File: src/rtl/serial_subtractor.sv
// Bit-serial unsigned subtractor (diff = a - b), LSB first, one bit per clock with a borrow flip-flop.
// Optional signed-overflow output enabled by defining SERIAL_SUBTRACTOR_OVF_EN.
module serial_subtractor #(
  parameter int unsigned WIDTH = 8
) (
  input  logic             clk,
  input  logic             rst_n,
  input  logic             start,
  input  logic [WIDTH-1:0] a,
  input  logic [WIDTH-1:0] b,
  output logic             busy,
  output logic             done,
  output logic [WIDTH-1:0] diff,
  output logic             borrow_out
`ifdef SERIAL_SUBTRACTOR_OVF_EN
  ,
  output logic             ovf
`endif
);

  localparam int unsigned CW = (WIDTH > 2) ? $clog2(WIDTH) : 1;

  typedef enum logic [1:0] {
    IDLE  = 2'd0,
    SHIFT = 2'd1,
    DONE  = 2'd2
  } state_t;

  state_t           state;
  state_t           state_next;
  logic [CW-1:0]    count;
  logic [WIDTH-1:0] a_sr;
  logic [WIDTH-1:0] b_sr;
  logic [WIDTH-1:0] res_sr;
  logic             br;
  logic             load;
  logic             step;
  logic             finish;
  logic             d_bit;
  logic             br_next;
  logic [WIDTH-1:0] res_next;

`ifdef SERIAL_SUBTRACTOR_OVF_EN
  logic a_msb;
  logic b_msb;
`endif

  // State register; busy/done are registered decodes of the next state
  always_ff @(posedge clk or negedge rst_n) begin
    if (!rst_n) begin
      state <= IDLE;
      busy  <= 1'b0;
      done  <= 1'b0;
    end else begin
      state <= state_next;
      busy  <= (state_next != IDLE);
      done  <= (state_next == DONE);
    end
  end

  // Next-state and datapath control
  always_comb begin
    state_next = state;
    load       = 1'b0;
    step       = 1'b0;
    finish     = 1'b0;
    case (state)
      IDLE: begin
        if (start) begin
          load       = 1'b1;
          state_next = SHIFT;
        end
      end
      SHIFT: begin
        step = 1'b1;
        if (count == CW'(WIDTH - 1)) begin
          finish     = 1'b1;
          state_next = DONE;
        end
      end
      DONE:    state_next = IDLE;
      default: state_next = IDLE;
    endcase
  end

  // Full-subtractor bit cell
  always_comb begin
    d_bit    = a_sr[0] ^ b_sr[0] ^ br;
    br_next  = (~a_sr[0] & b_sr[0]) | (~(a_sr[0] ^ b_sr[0]) & br);
    res_next = {d_bit, res_sr[WIDTH-1:1]};
  end

  // Operand/result shift registers; visible outputs update only on load and completion
  always_ff @(posedge clk or negedge rst_n) begin
    if (!rst_n) begin
      a_sr       <= '0;
      b_sr       <= '0;
      res_sr     <= '0;
      br         <= 1'b0;
      count      <= '0;
      diff       <= '0;
      borrow_out <= 1'b0;
`ifdef SERIAL_SUBTRACTOR_OVF_EN
      a_msb      <= 1'b0;
      b_msb      <= 1'b0;
      ovf        <= 1'b0;
`endif
    end else if (load) begin
      a_sr       <= a;
      b_sr       <= b;
      res_sr     <= '0;
      br         <= 1'b0;
      count      <= '0;
      diff       <= '0;
      borrow_out <= 1'b0;
`ifdef SERIAL_SUBTRACTOR_OVF_EN
      a_msb      <= a[WIDTH-1];
      b_msb      <= b[WIDTH-1];
      ovf        <= 1'b0;
`endif
    end else if (step) begin
      a_sr   <= a_sr >> 1;
      b_sr   <= b_sr >> 1;
      res_sr <= res_next;
      br     <= br_next;
      count  <= count + CW'(1);
      if (finish) begin
        diff       <= res_next;
        borrow_out <= br_next;
`ifdef SERIAL_SUBTRACTOR_OVF_EN
        // Final bit computed is the result MSB
        ovf        <= (a_msb ^ b_msb) & (d_bit ^ a_msb);
`endif
      end
    end
  end

endmodule

File: config.mk
export PLATFORM = sky130hd
export DESIGN_NAME = serial_subtractor
export DESIGN_NICKNAME = d
export VERILOG_FILES = /design/src/rtl/serial_subtractor.sv
export SDC_FILE = /design/constraint.sdc
export NUM_CORES = 1
export LEC_CHECK = 0
export ABC_AREA = 1
export BUFFER_PORTS_ARGS = -buffer_cell sky130_fd_sc_hd__clkbuf_2
export CORE_ASPECT_RATIO = 0.5
export CORE_UTILIZATION = 57
export CTS_BUF_LIST = sky130_fd_sc_hd__clkbuf_4
export CTS_CLUSTER_DIAMETER = 120
export DETAILED_ROUTE_END_ITERATION = 6
export PLACE_DENSITY = 0.83
export SLEW_MARGIN = 15
export SYNTH_ARGS = -nofsm -noshare
export SYNTH_HDL_FRONTEND = slang
export SYNTH_SLANG_ARGS = --single-unit
File: constraint.sdc
create_clock -name clk -period 1.5 [get_ports clk]
set_input_delay 0.15 -clock clk [delete_from_list [all_inputs] [get_ports clk]]
set_output_delay 0.15 -clock clk [all_outputs]
set_load 0.005 [all_outputs]
==> qor.yml <==
cts.repair.resized: 0
power.density_nw_per_um2: 1780
synth_adder_area_share_pct: 2.50
areaGrowthSynthToFinish_pct: 12.8
synth_seq_cells: 40
power.share.clock_pct: 15.3
synth_compound_area_share_pct: 0.834
start_kind: "register"
overflow: 0
max_freq_mhz: 724
r2r-start: "state[1]"
cts.sinks: 40
tritoncts: "yes"
antenna_found_initial: 0
drt_pre_antenna_iters: 4
dieArea_sq_um: 3400
hold_viol: 0
end_kind: "register"
p_int_mw: 2.22
ant_nets: 0
clkLatencyLatePin_ns: 0.34
num_vias: 1440
synth_mux_area_share_pct: 0
combPwrFrac_pct: 35.5
synth_cells: 193
n_antenna_cell: 0
startpoint: "state[1]"
postSynthNetCount: 215
grt_first_pass_wirelength_mm: 5.93
grt_pass1_vias: 1274
floorplan.initialDensity_pct: 64.7
r2r_cells: 4
dp_hpwl_mm: 2.39
cap_violations: 0
num_rows: 13
nFillCells: 204
io_pins: 30
dp_worst_setup_slack_ns: 0.153
yosys.area_share.xor_xnor_pct: 0
synth_cell_types: 18
synth_top_area_share_pct: 55.6
die_width_um: 81.5
vdd_drop_max_mv: 0.795
synthSimpleGateAreaFrac_pct: 32.8
drive_above_1_share_pct: 21.3
clockBufferDepth: 2
die_h_um: 41.7
synth_top_area_cell: "dfrtp_1"
drc: 0
syn_area_sq_um: 1800
max_slew_margin_pct: 66.5
drt_wl_total_mm: 3.49
tns_ns: 0
portBuffers: 29
fin_hold_ws_ns: 0.00658
synth_top_cells_by_area: "dfrtp_1 (56%), nand3_1 (18%), nand2_1 (10%), buf_6 (3.1%), nand4_1 (2.1%)"
p_sw_mw: 1.39
drt_iter0_drc: 162
cts_max_level: 2
worstHoldPathType: "in -> reg"
synth_top_family_by_area: "simple AND/OR/NAND/NOR gates"
rsz0062_at_grt: "no"
period_needed_ns: 1.38
final_nets: 246
fin_skew_ns: 0.00423
seq_area_sq_um: 1000
seq_power_share_pct: 49.1
power.leakage_nw: 1.11
hp-start: "b[7]"
cts_buffers: 5
final-setup-viol-count: 0
multi_input_area_sq_um: 651
worst_ep_required_time_ns: 1.77
worst-setup-path-type: "reg -> reg"
grtUsageTotal_pct: 23.5
via_per_inst: 5.50
gp_congestion: 0.804
fin_crit_sh_pct: 92.1
yosysSeqAreaShare_pct: 55.6
rrSetupSlack_ns: 0.12
final_cell_mix: "nand3_1 (65), nand2_1 (50), dfrtp_1 (40), clkbuf_2 (29)"
clk_pin_slew_ns: 0.11
final_common_cell: "nand3_1"
synth_area_per_cell_sq_um: 9.32
r2r_end: "br"
crit_path_end: "br"
yosysWarningCount: 0
switching_share_pct: 38.4
report.power.total_mw: 3.61
worstMarginPinSlew_ns: 0.501
status: "finished, final reports clean"
cp.arrival_ns: 1.65
coreArea_sq_um: 2780
drv_slew: 0
wire_per_inst_um: 13.3
root_buffer: "clkbuf_4"
setup_slack_ns: 0.119
crit_fanout: 27
grt_max_degree: 30
power groups by stage:
stage          clock network (mW)  logic (mW)  registers, mW
2_1_floorplan                   0        1.05           1.71
5_1_grt                     0.609        1.45           1.82
6_report                    0.553        1.28           1.77
3_3_place_gp                    0        1.23           1.77
3_5_place_dp                    0        1.29           1.78
4_1_cts                     0.570        1.29           1.77
flip-flops by register name, summed over array words and instances, names as in the netlist:
register    count
a_sr            8
b_sr            8
diff            8
res_sr          7
count           3
state           2
borrow_out      1
br              1
busy            1
done            1
layout make-up:
cell class                 instances  share of cell area [%]
timing repair buffer              38                    12.0
multi-input combinational        131                    32.1
sequential                        40                    49.3
inverter                           8                    1.60
tap                               37                    2.28
clock inverter                     1                   0.185
clock buffer                       7                    2.59
cell families (layout without fill, tap and decap cells):
family,Yosys count,in the layout
adder cells (fa/ha/maj),3,3
AO/OA/AOI/OAI,3,3
buffers and inverters,22,54
flip-flops,40,40
AND/OR/NAND/NOR,125,125
cell usage after synthesis (all sizes together):
master	count
buf	11
nand4	6
o21ai	3
inv	8
fa	1
clkbuf	3
dfrtp	40
nand2	52
ha	2
nor2	2
nand3	65
per-layer routing:
metal	vias to the layer above	track usage, %	routed length (um)
li1	708	-	-
met1	672	34.0	1630
met2	58	34.8	1570
met3	2	7.25	279
met4	0	5.36	12
met5	-	0	0
through the flow:
stage | util, % | cell area (sq um) | instances
final | 73.0 | 2030 | 262
after global routing | 73.0 | 2030 | 262
after CTS | 73.0 | 2030 | 262
after detailed placement | 70.2 | 1950 | 252
after global placement | 70.2 | 1950 | 252
after floorplan | - | 1800 | 193
how the worst min path moves through the flow:
stage / end / slack (ns) / cells after the start
after floorplan: a_sr[0] / -0.15 / 0
after global placement: a_sr[2] / 0.12 / 1
after detailed placement: a_sr[2] / 0.12 / 1
after CTS: b_sr[7] / 0.002 / 3
after global routing: b_sr[7] / 0.008 / 3
final: b_sr[7] / 0.007 / 3
repair_timing:
action                                 4_1_cts  5_1_grt
setup buffers                                0        0
endpoints found under the hold margin       17        0
hold buffers                                 2        0
critical path: stages, from the launching register on:
cell and delay, ns:
dfrtp_1 0.51, inv_4 0.11, nand2_2 0.40, nand2_1 0.14, o21ai_1 0.15
Note: power is estimated with default switching activity, not from simulation.
